<file path="src/rtl/hcsr04_scan_controller_pkg.sv">
// Shared definitions for the HC-SR04 scan controller: FSM states, logic
// levels, sensor-id width and default cycle counts derived from the clock.
package hcsr04_scan_controller_pkg;

    localparam logic LOW  = 1'b0;
    localparam logic HIGH = 1'b1;

    localparam int CLK_FREQ_HZ = 50_000_000;
    localparam int SENSOR_ID_W = 3;

    // 10 us trigger, 38 ms echo timeout, 60 ms inter-ping gap.
    localparam int DEF_TRIG_CYCLES    = CLK_FREQ_HZ / 100_000;
    localparam int DEF_TIMEOUT_CYCLES = (CLK_FREQ_HZ / 1000) * 38;
    localparam int DEF_GAP_CYCLES     = (CLK_FREQ_HZ / 1000) * 60;
    localparam int DEF_DIV_LATENCY    = 30;

    typedef enum logic [2:0] {
        ST_IDLE,
        ST_TRIGGER,
        ST_WAIT_RISE,
        ST_WAIT_DONE,
        ST_CAPTURE,
        ST_GAP
    } scan_state_t;

    function automatic int max_int(input int a, input int b);
        return (a > b) ? a : b;
    endfunction

endpackage

</file>
<file path="src/rtl/hcsr04_rr_select.sv">
// Round-robin pick: next set mask bit strictly after i_idx, wrapping
// modulo NUM_SENSORS. i_idx must be below NUM_SENSORS.
module hcsr04_rr_select
    import hcsr04_scan_controller_pkg::*;
#(
    parameter int NUM_SENSORS = 4
) (
    input  logic [NUM_SENSORS-1:0] i_mask,
    input  logic [SENSOR_ID_W-1:0] i_idx,
    output logic [SENSOR_ID_W-1:0] o_idx,
    output logic                   o_found
);

    localparam int N = NUM_SENSORS;

    logic [2*N-1:0] w_dbl;
    logic [N-1:0]   w_rot;
    logic [4:0]     w_shift;
    logic [2:0]     w_pos;
    logic [4:0]     w_sum;

    // Doubling the mask turns the wrap into a plain right shift; bit 0 of
    // w_rot then corresponds to sensor i_idx+1.
    assign w_dbl   = {i_mask, i_mask};
    assign w_shift = {2'b00, i_idx} + 5'd1;
    assign w_rot   = N'(w_dbl >> w_shift);

    // Lowest set bit of the rotated mask is the nearest candidate.
    always_comb begin
        w_pos = '0;
        for (int i = N - 1; i >= 0; i--) begin
            if (w_rot[i]) begin
                w_pos = 3'(i);
            end
        end
    end

    // w_shift <= N and w_pos < N, so one conditional subtract is enough.
    assign w_sum   = w_shift + {2'b00, w_pos};
    assign o_idx   = (w_sum >= 5'(N)) ? SENSOR_ID_W'(w_sum - 5'(N)) : SENSOR_ID_W'(w_sum);
    assign o_found = |i_mask;

endmodule

</file>
<file path="src/rtl/hcsr04_scan_controller.sv">
// Round-robin sequencer for up to eight HC-SR04 sensors sharing one
// echo-measurement/divider block; publishes one tagged result stream.
module hcsr04_scan_controller
    import hcsr04_scan_controller_pkg::*;
#(
    parameter int NUM_SENSORS    = 4,
    parameter int DIST_W         = 44,
    parameter int TRIG_CYCLES    = DEF_TRIG_CYCLES,
    parameter int TIMEOUT_CYCLES = DEF_TIMEOUT_CYCLES,
    parameter int GAP_CYCLES     = DEF_GAP_CYCLES,
    parameter int DIV_LATENCY    = DEF_DIV_LATENCY
) (
    input  logic                   Clk_i,
    input  logic                   Reset_i,
    input  logic                   Enable_i,
    input  logic [NUM_SENSORS-1:0] Sensor_mask_i,
    input  logic [NUM_SENSORS-1:0] Echo_i,
    output logic [NUM_SENSORS-1:0] Trig_o,
    output logic                   Echo_sel_o,
    input  logic                   Meas_done_i,
    input  logic [DIST_W-1:0]      Meas_distance_i,
    output logic [DIST_W-1:0]      Distance_o,
    output logic [2:0]             Sensor_id_o,
    output logic                   Valid_o,
    output logic                   Timeout_o,
    output logic                   Busy_o
);

    localparam int CNT_MAX = max_int(max_int(TRIG_CYCLES, TIMEOUT_CYCLES),
                                     max_int(GAP_CYCLES, DIV_LATENCY));
    localparam int CNT_W   = $clog2(CNT_MAX + 1);

    localparam logic [CNT_W-1:0] TRIG_LAST = CNT_W'(TRIG_CYCLES - 1);
    localparam logic [CNT_W-1:0] TO_LAST   = CNT_W'(TIMEOUT_CYCLES - 1);
    localparam logic [CNT_W-1:0] GAP_LAST  = CNT_W'(GAP_CYCLES - 1);
    localparam logic [CNT_W-1:0] LAT_LAST  = CNT_W'(DIV_LATENCY - 1);

    scan_state_t            r_state;
    scan_state_t            w_state_next;
    logic [CNT_W-1:0]       r_cnt;
    logic [SENSOR_ID_W-1:0] r_sel;
    logic [SENSOR_ID_W-1:0] w_rr_idx;
    logic                   w_rr_found;
    logic [NUM_SENSORS-1:0] w_sel_onehot;
    logic                   w_echo_cur;
    logic                   w_at_timeout;
    logic                   w_cnt_clr;
    logic                   w_sel_load;
    logic                   w_pub_meas;
    logic                   w_pub_to;
    logic                   w_trig_en;
    logic                   w_echo_en;
    logic [DIST_W-1:0]      r_distance;
    logic [2:0]             r_sensor_id;
    logic                   r_valid;
    logic                   r_timeout;

    hcsr04_rr_select #(
        .NUM_SENSORS (NUM_SENSORS)
    ) u_rr_select (
        .i_mask  (Sensor_mask_i),
        .i_idx   (r_sel),
        .o_idx   (w_rr_idx),
        .o_found (w_rr_found)
    );

    // Decode the selected sensor once; it gates both trigger and echo paths.
    generate
        for (genvar gi = 0; gi < NUM_SENSORS; gi++) begin : g_sensor
            assign w_sel_onehot[gi] = (r_sel == SENSOR_ID_W'(gi));
            assign Trig_o[gi]       = w_trig_en & w_sel_onehot[gi];
        end
    endgenerate

    assign w_echo_cur   = |(Echo_i & w_sel_onehot);
    assign w_at_timeout = (r_cnt == TO_LAST);
    assign Echo_sel_o   = w_echo_en & w_echo_cur;
    assign Busy_o       = (r_state != ST_IDLE);

    // Next-state and strobe decode; a timeout blanks the echo path in the
    // same cycle so the echo block sees a clean fall.
    always_comb begin
        w_state_next = r_state;
        w_cnt_clr    = LOW;
        w_sel_load   = LOW;
        w_pub_meas   = LOW;
        w_pub_to     = LOW;
        w_trig_en    = LOW;
        w_echo_en    = LOW;
        case (r_state)
            ST_IDLE: begin
                if (Enable_i && w_rr_found) begin
                    w_sel_load   = HIGH;
                    w_cnt_clr    = HIGH;
                    w_state_next = ST_TRIGGER;
                end
            end
            ST_TRIGGER: begin
                w_trig_en = HIGH;
                if (r_cnt == TRIG_LAST) begin
                    w_cnt_clr    = HIGH;
                    w_state_next = ST_WAIT_RISE;
                end
            end
            ST_WAIT_RISE: begin
                w_echo_en = !w_at_timeout;
                if (w_at_timeout) begin
                    w_pub_to     = HIGH;
                    w_cnt_clr    = HIGH;
                    w_state_next = ST_GAP;
                end else if (w_echo_cur) begin
                    w_state_next = ST_WAIT_DONE;
                end
            end
            ST_WAIT_DONE: begin
                w_echo_en = !w_at_timeout;
                if (Meas_done_i) begin
                    w_cnt_clr    = HIGH;
                    w_state_next = ST_CAPTURE;
                end else if (w_at_timeout) begin
                    w_pub_to     = HIGH;
                    w_cnt_clr    = HIGH;
                    w_state_next = ST_GAP;
                end
            end
            ST_CAPTURE: begin
                if (r_cnt == LAT_LAST) begin
                    w_pub_meas   = HIGH;
                    w_cnt_clr    = HIGH;
                    w_state_next = ST_GAP;
                end
            end
            ST_GAP: begin
                if (r_cnt == GAP_LAST) begin
                    w_cnt_clr    = HIGH;
                    w_state_next = ST_IDLE;
                end
            end
            default: begin
                w_state_next = ST_IDLE;
            end
        endcase
    end

    // State register.
    always_ff @(posedge Clk_i or negedge Reset_i) begin
        if (!Reset_i) begin
            r_state <= ST_IDLE;
        end else begin
            r_state <= w_state_next;
        end
    end

    // Shared phase counter; keeps running across WAIT_RISE -> WAIT_DONE.
    always_ff @(posedge Clk_i or negedge Reset_i) begin
        if (!Reset_i) begin
            r_cnt <= '0;
        end else if (w_cnt_clr || r_state == ST_IDLE) begin
            r_cnt <= '0;
        end else begin
            r_cnt <= r_cnt + CNT_W'(1);
        end
    end

    // Current sensor index; starts at the top so the first pick is the lowest set bit.
    always_ff @(posedge Clk_i or negedge Reset_i) begin
        if (!Reset_i) begin
            r_sel <= SENSOR_ID_W'(NUM_SENSORS - 1);
        end else if (w_sel_load) begin
            r_sel <= w_rr_idx;
        end
    end

    // Result registers hold between Valid_o pulses.
    always_ff @(posedge Clk_i or negedge Reset_i) begin
        if (!Reset_i) begin
            r_distance  <= '0;
            r_sensor_id <= '0;
            r_valid     <= LOW;
            r_timeout   <= LOW;
        end else if (w_pub_meas) begin
            r_distance  <= Meas_distance_i;
            r_sensor_id <= r_sel;
            r_valid     <= HIGH;
            r_timeout   <= LOW;
        end else if (w_pub_to) begin
            r_distance  <= '1;
            r_sensor_id <= r_sel;
            r_valid     <= HIGH;
            r_timeout   <= HIGH;
        end else begin
            r_valid     <= LOW;
        end
    end

    assign Distance_o  = r_distance;
    assign Sensor_id_o = r_sensor_id;
    assign Valid_o     = r_valid;
    assign Timeout_o   = r_timeout;

endmodule

</file>
<file path="config.mk">
export PLATFORM = sky130hd
export DESIGN_NAME = hcsr04_scan_controller
export DESIGN_NICKNAME = d
export VERILOG_FILES = /design/src/rtl/hcsr04_scan_controller_pkg.sv /design/src/rtl/hcsr04_rr_select.sv /design/src/rtl/hcsr04_scan_controller.sv
export SDC_FILE = /design/constraint.sdc
export NUM_CORES = 1
export LEC_CHECK = 0
export CAP_MARGIN = 0
export CORE_ASPECT_RATIO = 0.7
export CORE_MARGIN = 8
export CORE_UTILIZATION = 43
export CTS_CLUSTER_DIAMETER = 100
export DETAILED_ROUTE_END_ITERATION = 6
export GPL_ROUTABILITY_DRIVEN = 1
export GPL_TIMING_DRIVEN = 1
export MAX_ROUTING_LAYER = met4
export PLACE_DENSITY = 0.76
export SLEW_MARGIN = 25
export SYNTH_ARGS = -nofsm -noshare
export SYNTH_HDL_FRONTEND = slang
export SYNTH_SLANG_ARGS = --single-unit
export TNS_END_PERCENT = 30
</file>
<file path="constraint.sdc">
create_clock -name Clk_i -period 2.5 [get_ports Clk_i]
set_input_delay 0.5 -clock Clk_i [delete_from_list [all_inputs] [get_ports Clk_i]]
set_output_delay 0.5 -clock Clk_i [all_outputs]
set_load 0.005 [all_outputs]
</file>
# [Word level (Yosys, flattened, before mapping)]
# Index checks and enable logic that the tools add are counted.
[totals] inputBits=56 out_inout_bits=55 register_bits=77
[op_classes] n_shift=1 n_mux=36 eq_ne=18 n_bitwise=6 n_addsub=4 reduce_logical=11 magnitude_cmp=1
[op_table] operator="44-bit two-way mux" count=2
[op_table] operator="3-bit two-way mux" count=11
[op_table] operator="22-bit by 1-bit adder with 22-bit output (second input constant)" count=1
[op_table] operator="22-bit by 21-bit equality test with 1-bit output (second input constant)" count=1
[op_table] operator="22-bit equality test (second input constant)" count=1
[op_table] operator="22-bit by 5-bit equality test with 1-bit output (second input constant)" count=1
[op_table] operator="22-bit by 9-bit equality test with 1-bit output (second input constant)" count=1
[op_table] operator="22-bit two-way mux" count=1
[op_table] operator="3-bit case mux with 6 select lines" count=1
[op_table] operator="1-bit two-way mux" count=15
[op_table] operator="3-bit by 2-bit equality test with 1-bit output (second input constant)" count=4
[op_table] operator="2-bit two-way mux" count=4
[op_table] operator="2-bit != test (second input constant)" count=4
[op_table] operator="4-bit OR reduction" count=2
[op_table] operator="8-bit by 5-bit >> shifter with 4-bit output" count=1
[op_table] operator="3-bit by 1-bit equality test with 1-bit output (second input constant)" count=2
[op_table] operator="3-bit equality test (second input constant)" count=2
[op_table] operator="3-bit logical NOT" count=2
[op_table] operator="3-bit != test (second input constant)" count=2
[op_table] operator="1-bit case mux with 6 select lines" count=1
[op_table] operator="6-bit AND reduction" count=1
[op_table] operator="4-bit by 2-bit adder with 5-bit output" count=1
[op_table] operator="1-bit bitwise AND" count=5
[op_table] operator="5-bit by 3-bit >= comparator with 1-bit output (second input constant)" count=1
[op_table] operator="10 further kinds" count=10

# [Longest topological paths before layout]
[depth] ltp_word=9 depth_mapped=11 mapped_depth_nobuf=10

# [Modules after synthesis]
# Synthesis repeated with hierarchy kept, for this count alone.
[unflattened] hier_cells=421 hier_area_um2=4151.5
[modules_own_cells] module="hcsr04_scan_controller" n_inst=1 cells_per_inst=387 area_per_inst_um2=3829.9 seq_area_each_um2=1929.4
[modules_own_cells] module="hcsr04_rr_select" n_inst=1 cells_per_inst=34 area_per_inst_um2=321.6 seq_area_each_um2=0.0

# [Worst setup path after synthesis]
# No wires, ideal clock.
[synth_path] kind="register to register" start="register r_sel[0]" end="register r_sel[1]" required_ns=2.418 arrival_time_ns=2.609 slack_ns=-0.191 stages_incl_launch_ff=8 setup_ns=0.082 path_cell_list="dfstp_2 > buf_1 > nor3_1 > a211oi_1 > nor2b_1 > a2111oi_0 > fa_1 > mux2_2"
[synth_via] elab_chain_cells=9 word_cells_on_any_way=10 classes_between="add/sub (3); order compare (1); shift (1); mux (5)"
[synth_rtl] item="start, declared" line="hcsr04_scan_controller.sv:41" rtl="logic [SENSOR_ID_W-1:0] r_sel;"
[synth_rtl] item="start signal, assigned" line="hcsr04_scan_controller.sv:168" rtl="r_sel <= SENSOR_ID_W'(NUM_SENSORS - 1);"
[synth_rtl] item="start signal, assigned" line="hcsr04_scan_controller.sv:170" rtl="r_sel <= w_rr_idx;"
[synth_rtl] item="3-bit by 1-bit adder with 4-bit output (*)" line="hcsr04_rr_select.sv:25" rtl="assign w_shift = {2'b00, i_idx} + 5'd1;"
[synth_rtl] item="8-bit by 5-bit >> shifter with 4-bit output" line="hcsr04_rr_select.sv:26" rtl="assign w_rot = N'(w_dbl >> w_shift);"
[synth_rtl] item="2-bit two-way mux (4 in series)" line="hcsr04_rr_select.sv:32" rtl="if (w_rot[i]) begin"
[synth_rtl] item="4-bit by 2-bit adder with 5-bit output (*)" line="hcsr04_rr_select.sv:39" rtl="assign w_sum = w_shift + {2'b00, w_pos};"
[synth_rtl] item="5-bit by 3-bit >= comparator with 1-bit output or 3-bit subtractor (tied branches)" line="hcsr04_rr_select.sv:40" rtl="assign o_idx = (w_sum >= 5'(N)) ? SENSOR_ID_W'(w_sum - 5'(N)) : SENSOR_ID_W'(w_sum);"
[synth_rtl] item="3-bit two-way mux (*)" line="hcsr04_rr_select.sv:40"
[synth_rtl] item="named net u_rr_select.o_idx[1]" line="hcsr04_rr_select.sv:10" rtl="output logic [SENSOR_ID_W-1:0] o_idx,"
# The timed path passes the listed nets; every way through them passes the cells marked *.
# A chain may end at the register's enable or synchronous reset.

# [Worst setup path after layout]
[layout_path] start="input port Sensor_mask_i[1]" end="register r_sel[1]"
[layout_via] elab_chain_cells=8 word_cells_on_any_way=13 classes_between="add/sub (2); order compare (1); shift (1); mux (7); reduce/logical (2)"
[layout_rtl] item="start, declared" line="hcsr04_scan_controller.sv:16" rtl="input logic [NUM_SENSORS-1:0] Sensor_mask_i,"
[layout_rtl] item="8-bit by 5-bit >> shifter with 4-bit output (*)" line="hcsr04_rr_select.sv:26"
[layout_rtl] item="2-bit two-way mux (3 in series)" line="hcsr04_rr_select.sv:32"
[layout_rtl] item="2-bit two-way mux (*)" line="hcsr04_rr_select.sv:32"
[layout_rtl] item="4-bit by 2-bit adder with 5-bit output (*)" line="hcsr04_rr_select.sv:39"
[layout_rtl] item="5-bit by 3-bit >= comparator with 1-bit output or 3-bit subtractor (tied branches)" line="hcsr04_rr_select.sv:40"
[layout_rtl] item="3-bit two-way mux (*)" line="hcsr04_rr_select.sv:40"
[layout_rtl] item="named net u_rr_select.o_idx[1]" line="hcsr04_rr_select.sv:10"
# Marks and branches as above.

==> impl_results.md <==
* Share of layout cells above drive strength 1 at 0.170
* Crit path time final at ~2.5 ns
* Clock transition at the registers of the reported paths at approximately 0.06 ns
* Total track usage at 0.184
* Seq/Total Area, Yosys at 0.506
* Clk sinks at 77
* Post-Syn Area per Cell at 11.2 sq um
* CP max-delay cell: clkdlybuf4s50_1
* Crit path max fanout at 2
* Final hold slack at 0.188 ns
* Inserted Diodes at 0
* Most common cell in the netlist: dfrtp_1
* Count of flip-flops with a built-in enable after synthesis at 0
* Placement Setup Slack at -0.466 ns
* Setup_tns at 0 ns
* Final Cycle Share at 0.997
* Critical Path RT at 2.76 ns
* Delay-heaviest family, CP: multiplexers
* Power Density at about 740 mW/mm^2
* VDD IR max at around 0.32 mV
* Hold WC Path Type: input pin to async pin
* Worst Tran Pin Value at between 0.6 and 0.7 ns
* Yosys top cell area share at 0.493
* Global-route wire length before repair at 17.1 mm
* Clock Tree Buf Depth at 2
* Finished Layout Cells at approximately 590
* WL final at ~11 mm
* PortBufs at 110
* Final Setup Violations at 0
* Setup repair bufs after CTS at 0
* Ys flop type: dfrtp_1
* Multi-input logic area at 0.00179 sq mm
* Largest net degree at the start of global routing at 53
* Fin. max-slew vios at 0
* DR DRC count at 0
* Via density at between 5 and 6
* Worst EP arrival at approximately 2.8 ns
* Hpwl dp at between 7 and 8 mm
* Initial antenna violation count at 0
* Synthesis-to-layout area growth at 46.4%
* Clk_skew at 0.00630 ns
* Synth cell count leaders: dfrtp_1 (75), o22a_1 (44), nor3_1 (28)
* Synth area leader: dfrtp_1
* Final ANT Viol Nets at 0
* Setup repair after global routing missed its margin: yes
* CTS tree: built
* Status: finished, final reports clean
* Post-synth ARST share at 1.00
* Wire per inst at about 18 um
* DRT Pass-1 Iters at 4
* Vias in the first global route at ~3200
* Standard-cell row count at 28
* Layout Nets at roughly 530
* Slew margin rel. at 0.556
* Synth cell types at between 60 and 70
* Clk Latency, worst-skew pair at 0.33 ns
* Die Wd at ~130 um
* Overall Power at 0.00415 W
* YS warnings at 0
* Max cap viols at 0
* Starting Density at 0.448
* Synth top area cells: dfrtp_1 (49%), o22a_1 (10%), nor3_1 (3.7%)
* Die area at 0.0122 sq mm
* Worst path max stage delay at about 0.43 ns
* Worst path bufs/invs at 2
* Hold_buf cts at 0
* H-tree depth at 3
* Root Buffer: clkbuf_16
* Critical path startpoint category: input pin
* Static Leakage at ~2.3 nW
* Vias at 3219
* Reg area at approximately 0.0019 sq mm
* Fmax at roughly 0.40 GHz
* Grt total ovfl at 0
* CTS buffer count at 9
* Synth Instances at between 300 and 400
* CP Class: input pin to flop
* IO Pins at between 100 and 150
* Crit. End Element: flop
* CP Cell Sequence: clkdlybuf4s50_1, mux2_4, a21oi_4, a2bb2oi_2, a221oi_2, or2_4, ha_4, inv_2, fa_1, mux2_2
* First DRT Iteration DRCs at ~300
* Final hold viol count at 0
* Synthesized net count at between 400 and 500
* Core Area at ~0.0085 sq mm
* Number of synthesized register bits at 77
* Placed insts at about 580
* Synth Cell Area at between 0.003 and 0.004 sq mm
* Setup ws final at between 0.007 and 0.008 ns
* GPL Wtd Cong at approximately 0.94
* Fillers at 664
* Die height at ~95 um
per-stage QoR:
stage / utilization / cell area (sq um)
2_1_floorplan: - / 3820
6_report: 0.655 / 5580
3_5_place_dp: 0.608 / 5170
4_1_cts: 0.649 / 5520
3_3_place_gp: 0.608 / 5170
5_1_grt: 0.655 / 5580
routing by layer:
metal	wire (um)	up-vias	global-route usage
met3	768	18	0.0484
met1	4900	1574	0.223
li1	-	1522	-
met2	4870	105	0.292
met4	182	0	0.0652
met5	0	-	-
area by class of cell:
class                   count  area share
clock buffers              11      0.0435
clock inverters             5      0.0148
inverters                   8     0.00538
multi-input cells         231       0.321
flip-flops and latches     77       0.346
well taps                 120      0.0269
repair buffers            139       0.243
placed cells by master (no fill, tap or decap), drive strengths merged, types with 3 or more instances in the layout:
cell type      count
clkdlybuf4s50    105
dfrtp             75
o22a              44
nor3              30
buf               30
nor2              23
xnor2             14
nand2             14
nand3             11
clkbuf            11
nor4              10
nand4              9
inv                9
and3               7
mux2               7
xor2               6
mux2i              4
or3                4
ha                 4
nor2b              3
dlygate4sd2        3
a21oi              3
or2                3
power by group:
part	total [W]	internal [W]	switching, W
Combinational	0.00125	0.000680	0.000573
Clock	0.00139	0.000904	0.000489
Sequential	0.00150	0.00138	0.000124
Total	0.00415	0.00296	0.00119
worst paths after layout:
check | startpoint | end | slack, ns | cells after the start
max | Sensor_mask_i[1] | r_sel[1]$_DFFE_PN1P_ | 0.007 | 10
min | Reset_i | Sensor_id_o[1]$_DFFE_PN0P_ | 0.19 | 1
max reg2reg | r_sel[0]$_DFFE_PN1P_ | r_sel[1]$_DFFE_PN1P_ | 0.04 | 9
min reg2reg | Distance_o[33]$_DFFE_PN0P_ | Distance_o[33]$_DFFE_PN0P_ | 0.48 | 1
max in group asynchronous | Reset_i | Distance_o[1]$_DFFE_PN0P_ | 1.59 | 2
min in group Clk_i | Distance_o[33]$_DFFE_PN0P_ | Distance_o[33]$_DFFE_PN0P_ | 0.48 | 1
cell families after synthesis:
| logic type | count (synthesis) | synth area share |
|---|---|---|
| flip-flops | 77 | 0.506 |
| AND/OR/NAND/NOR | 127 | 0.195 |
| XOR/XNOR | 20 | 0.0460 |
| adder cells (fa/ha/maj) | 5 | 0.0184 |
| AO/OA/AOI/OAI | 68 | 0.158 |
| multiplexers | 11 | 0.0312 |
| buffers and inverters | 32 | 0.0453 |
flip-flops by register name, indices dropped and copies added, names as in the netlist:
name,cells
Distance_o,44
Sensor_id_o,3
Timeout_o,1
Valid_o,1
r_cnt,22
r_sel,3
r_state,3
worst register-to-register path, delay by kind of cell (launching register included):
family,cells,cell delay [ns]
buf+inv,1,0.04
flops,1,0.55
mux,2,0.60
compound gates,3,0.39
fa+ha+maj,2,0.56
simple gates,1,0.25
repair_timing:
action,in CTS,in global routing
setup endpoints to repair,4,5
pin swaps,1,2
hold endpoints to repair,0,0
gates resized for setup,11,10
gates cloned,0,0
(Power assumes the default switching activity.)
